**config.mk**
```make
export PLATFORM = sky130hd
export DESIGN_NAME = mul_issue_ctrl
export DESIGN_NICKNAME = d
export VERILOG_FILES = /design/src/rtl/mul_issue_ctrl.sv
export SDC_FILE = /design/constraint.sdc
export NUM_CORES = 1
export LEC_CHECK = 0
export ABC_AREA = 0
export BUFFER_PORTS_ARGS = -buffer_cell sky130_fd_sc_hd__buf_2
export CORE_MARGIN = 2
export CORE_UTILIZATION = 45
export CTS_CLUSTER_SIZE = 8
export DETAILED_ROUTE_END_ITERATION = 7
export GPL_TIMING_DRIVEN = 0
export PLACE_DENSITY_LB_ADDON = 0.25
export SYNTH_ARGS = -nofsm -noshare
export SYNTH_HDL_FRONTEND = slang
export SYNTH_SLANG_ARGS = --single-unit
```
**constraint.sdc**
```tcl
create_clock -name clk -period 2.4 [get_ports clk]
set_clock_uncertainty 0.2 [all_clocks]
set_input_delay 0.12 -clock clk [delete_from_list [all_inputs] [get_ports clk]]
set_output_delay 0.12 -clock clk [all_outputs]
set_load 0.01 [all_outputs]
```
**src/rtl/mul_issue_ctrl.sv**
```systemverilog
// Issue/writeback sequencer for an iterative multiplier: accepts one MUL at a time,
// launches it, guards against stale/absent mul_valid, and handles flush and timeout.
module mul_issue_ctrl #(
   parameter int TIMEOUT_CYCLES = 40
) (
   input  logic        clk,
   input  logic        rst,
   input  logic        req_valid,
   output logic        req_ready,
   input  logic [31:0] req_rs1,
   input  logic [31:0] req_rs2,
   input  logic [4:0]  req_rd,
   input  logic        flush,
   output logic [31:0] mul_rs1,
   output logic [31:0] mul_rs2,
   output logic        mul_signed,
   output logic        mul_start,
   input  logic [31:0] mul_result,
   input  logic        mul_valid,
   input  logic        mul_busy,
   output logic        wb_valid,
   input  logic        wb_ready,
   output logic [4:0]  wb_rd,
   output logic [31:0] wb_data,
   output logic        stall,
   output logic        err_timeout
);

   localparam int CW = $clog2(TIMEOUT_CYCLES + 1);
   localparam logic [CW-1:0] CNT_MAX = CW'(TIMEOUT_CYCLES);

   typedef enum logic [2:0] {
      S_IDLE,
      S_ISSUE,
      S_WAIT,
      S_WB,
      S_DRAIN
   } state_t;

   state_t        state_q, state_d;
   logic [CW-1:0] cnt_q, cnt_d;
   logic [CW-1:0] cnt_inc;
   logic [31:0]   rs1_q, rs1_d;
   logic [31:0]   rs2_q, rs2_d;
   logic [4:0]    rd_q, rd_d;
   logic [31:0]   wb_data_q, wb_data_d;
   logic          unused_busy;

   // Completion is signalled by mul_valid alone; busy carries no extra information here.
   assign unused_busy = mul_busy;

   assign cnt_inc    = (cnt_q == CNT_MAX) ? cnt_q : cnt_q + CW'(1);
   assign mul_rs1    = rs1_q;
   assign mul_rs2    = rs2_q;
   assign mul_signed = 1'b0;
   assign wb_rd      = rd_q;
   assign wb_data    = wb_data_q;
   assign stall      = (state_q != S_IDLE);

   always_comb begin
      state_d     = state_q;
      cnt_d       = cnt_q;
      rs1_d       = rs1_q;
      rs2_d       = rs2_q;
      rd_d        = rd_q;
      wb_data_d   = wb_data_q;
      req_ready   = 1'b0;
      mul_start   = 1'b0;
      wb_valid    = 1'b0;
      err_timeout = 1'b0;

      case (state_q)
         S_IDLE: begin
            req_ready = !flush;
            if (req_valid && !flush) begin
               rs1_d   = req_rs1;
               rs2_d   = req_rs2;
               rd_d    = req_rd;
               state_d = S_ISSUE;
            end
         end
         S_ISSUE: begin
            mul_start = 1'b1;
            cnt_d     = '0;
            state_d   = flush ? S_DRAIN : S_WAIT;
         end
         S_WAIT: begin
            cnt_d = cnt_inc;
            // A mul_valid seen on the first wait cycle belongs to an older operation.
            if (cnt_q == CNT_MAX) begin
               err_timeout = 1'b1;
               state_d     = S_IDLE;
            end else if (flush) begin
               state_d = S_DRAIN;
            end else if (mul_valid && (cnt_q != '0)) begin
               wb_data_d = mul_result;
               state_d   = S_WB;
            end
         end
         S_WB: begin
            wb_valid = 1'b1;
            if (flush || wb_ready) begin
               state_d = S_IDLE;
            end
         end
         S_DRAIN: begin
            cnt_d = cnt_inc;
            if (cnt_q == CNT_MAX) begin
               err_timeout = 1'b1;
               state_d     = S_IDLE;
            end else if (mul_valid && (cnt_q != '0)) begin
               state_d = S_IDLE;
            end
         end
         default: begin
            state_d = S_IDLE;
         end
      endcase
   end

   always_ff @(posedge clk) begin
      if (rst) begin
         state_q   <= S_IDLE;
         cnt_q     <= '0;
         rs1_q     <= '0;
         rs2_q     <= '0;
         rd_q      <= '0;
         wb_data_q <= '0;
      end else begin
         state_q   <= state_d;
         cnt_q     <= cnt_d;
         rs1_q     <= rs1_d;
         rs2_q     <= rs2_d;
         rd_q      <= rd_d;
         wb_data_q <= wb_data_d;
      end
   end

endmodule

```
==> results by group <==
Clocking
  • Latest clock arrival within the worst-skew pair: 0.35 ns
  • Inserted Clock Buffers: 9
  • Max clock buf depth: 2
  • Clock tree sinks: 110
  • Clock-pin slew on the worst setup and hold paths: 0.10 ns
  • Number of levels the H-tree was split into: 3
  • CTS Root Buffer Type: clkbuf_8
  • Clock tree from TritonCTS: done
  • Buffers inserted by post-CTS timing repair: 0

Global routing
  • Overall fraction of global-route tracks in use: 0.2699
  • Overflow left after global routing: 0
  • Antenna violations before repair: 0
  • Pin count of the biggest net entering global routing: 19
  • Wire length of the first global-routing pass: 21.80 mm
  • Vias in the first global route: 4784

Critical path
  • Destination of the worst register-to-register timing path: wb_data[19]
  • Flop-to-flop setup slack: 0.12 ns
  • Worst flop-to-flop path startpoint: cnt_q[0]
  • Kind of start point of the critical path: register
  • Largest fanout on the critical path: 10
  • Endpoint type of the worst setup path: register
  • Critical Path RT: 2.48 ns
  • Path depth of the worst reg2reg path: 8
  • Arrival time at the worst endpoint: 2.36 ns
  • Class of the most critical setup path: reg2reg

Floorplan
  • Initial Utilization: 0.4669
  • Die Span X: 99.59 um
  • I/O pin cnt: 215
  • Row count: 34
  • Overall die height: 99.59 um
  • Core Box Area: 8806 sq um
  • Overall die area: 9917 sq um

Detailed routing
  • Final antenna-violating net count: 0
  • Initial detailed-routing violation count: 138
  • Vias post-DR: 4764
  • Total Routed Length: 13.74 mm
  • Wire length per cell: 14.42 um
  • Total iterations of the first detailed-routing run: 4
  • Via-per-instance ratio: 4.999
  • Count of unresolved DRC violations after routing: 0

Logic synthesis
  • Part of the Yosys area used for sequential elements: 0.5356
  • Synthesized area: 4111 sq um
  • Cell taking the most area after synthesis: dfxtp_1
  • Number of enable flip-flop cells after synthesis: 0
  • Async S/R FF share, synth: 0
  • Number of unique standard cell types used by synthesis: 40
  • Area contributors post-synth: dfxtp_1 (54%), nand2_1 (19%), a21oi_1 (13%)
  • Post-Syn Instances: 517
  • Per-instance average area after synthesis: 7.953 sq um
  • Share of the synthesized area in the top cell type: 0.5356
  • Most frequent cell after synthesis: nand2_1
  • Most common flop cell mapped by yosys: dfxtp_1
  • Warnings, synthesis: 0
  • Most common library cells after synthesis: nand2_1 (204), dfxtp_1 (110), a21oi_1 (105)
  • Post-synthesis sequential element count: 110
  • Net count after synthesis: 627

STA
  • Number of endpoints with negative hold slack in the final report: 0
  • Min Clock Period, post-route: 2.283 ns
  • Setup tns final: 0 ns
  • Final worst hold slack: 0.07035 ns
  • Number of slew-limit violations in the final report: 0
  • Transition time at the pin with the least slew margin: 0.7712 ns
  • Number of setup violations in the final report: 0
  • FMAX: 0.4380 GHz
  • Final critical-path share of the clock period: 0.9513
  • Rel. slew slack: 0.4819

Hold path
  • Worst min-delay path startpoint: rst
  • Number of cells traversed by the worst hold path: 4
  • Hold Path End: state_q[1]
  • Hold WC Path Type: in2reg

Power
  • Maximum vdd ir drop: 392.3 uV
  • Lkg Pwr: 2.922 nW
  • Total power density per cell area: 658.3 nW/um^2

Status
  • Result of the run: finished, final reports clean

Flow run
  • Number of max-cap violations: 0

Layout
  • Post-route core utilization: 0.7391
  • Number of antenna repair diodes: 0
  • Fraction of final layout cells with drive strength greater than 1: 0.2947
  • Area growth from synthesis to layout: 58.31%
  • Number of non-filler instances in the completed layout: 953
  • Fin nets: 950

Placement
  • Inst Count DP: 836
  • Port Buf Inserts: 211
  • Half-perimeter wire length after placement: 8.638 mm
  • Placer Congestion: 0.8403
flip-flops by register name (all words and copies together), names as in the netlist:
| signal | cells |
|---|---|
| mul_rs1 | 32 |
| cnt_q | 6 |
| state_q | 3 |
| wb_rd | 5 |
| mul_rs2 | 32 |
| wb_data | 32 |
worst max path at each step:
stage          startpoint           to
6_report         cnt_q[0]  wb_data[19]
5_1_grt          cnt_q[0]  wb_data[15]
4_1_cts          cnt_q[0]   wb_data[9]
3_5_place_dp     cnt_q[0]   wb_data[9]
3_3_place_gp     cnt_q[0]  wb_data[10]
2_1_floorplan    cnt_q[0]  wb_data[10]
layout make-up:
class	instances	area, sq um
repair buffers	313	2077
well taps	108	135.1
clock buffers	11	141.4
plain buffers	39	211.5
flip-flops and latches	110	2202
multi-input cells	363	1684
clock inverters	5	42.54
fillers	649	2297
inverters	4	15.01
routing by layer:
layer,share of wire,GRT usage,vias to the layer above
met2,0.51,0.4886,184
met5,0,0,-
met4,0.042,0.1233,0
met1,0.39,0.2964,2205
li1,-,-,2327
met3,0.057,0.06676,48
worst max-delay path: stages (launching register included):
cell,delay (ns)
dfxtp_1,0.33
inv_1,0.10
ha_1,0.17
or3b_4,0.39
o31a_1,0.29
nand3_1,0.21
buf_2,0.26
nand2_1,0.09
a21oi_1,0.17
metrics by stage:
step | area [sq um] | worst slack, ns | power, mW
2_1_floorplan | 4111 | 0.3405 | 2.714
5_1_grt | 6509 | -0.008116 | 4.500
6_report | 6509 | 0.1169 | 4.285
4_1_cts | 6507 | 0.1193 | 4.268
3_5_place_dp | 5303 | 0.1294 | 3.104
3_3_place_gp | 5303 | 0.1674 | 3.064
cell families after synthesis:
family / count (synthesis) / synth area share
compound gates: 119 / 0.1586
xor+xnor: 6 / 0.01278
flops: 110 / 0.5356
fa+ha+maj: 2 / 0.006085
other cells: 1 / 0.0009121
simple gates: 235 / 0.2313
buf+inv: 44 / 0.05478
report_power, final:
| part | internal [mW] | switching, mW | total (mW) | leakage, nW |
|---|---|---|---|---|
| Clock | 0.418 | 0.640 | 1.06 | 0.0901 |
| Sequential | 1.97 | 0.0747 | 2.05 | 0.893 |
| Combinational | 0.517 | 0.664 | 1.18 | 1.94 |
layout by cell type, fill, tap and decap left out, types with 3 or more instances in the layout:
cell,synthesis,routed
a21oi_1,105,105
buf_2,8,217
nand2_1,204,204
nor3_1,3,3
dlygate4sd3_1,0,102
dfxtp_1,110,110
nor2_1,8,8
xor2_1,5,5
clkinv_4,0,3
clkbuf_8,0,10
clkbuf_1,23,23
buf_6,4,4
o21ai_0,4,4
buf_4,4,6
nand3_1,4,4
inv_1,4,4
repair_timing:
| action | 4_1_cts | 5_1_grt |
|---|---|---|
| gates resized for setup | 0 | 4 |
| hold endpoints to repair | 103 | 0 |
| hold buffers | 102 | 0 |
| endpoints found under the setup margin | 0 | 14 |
No activity file was read; power rests on OpenSTA's default activity.
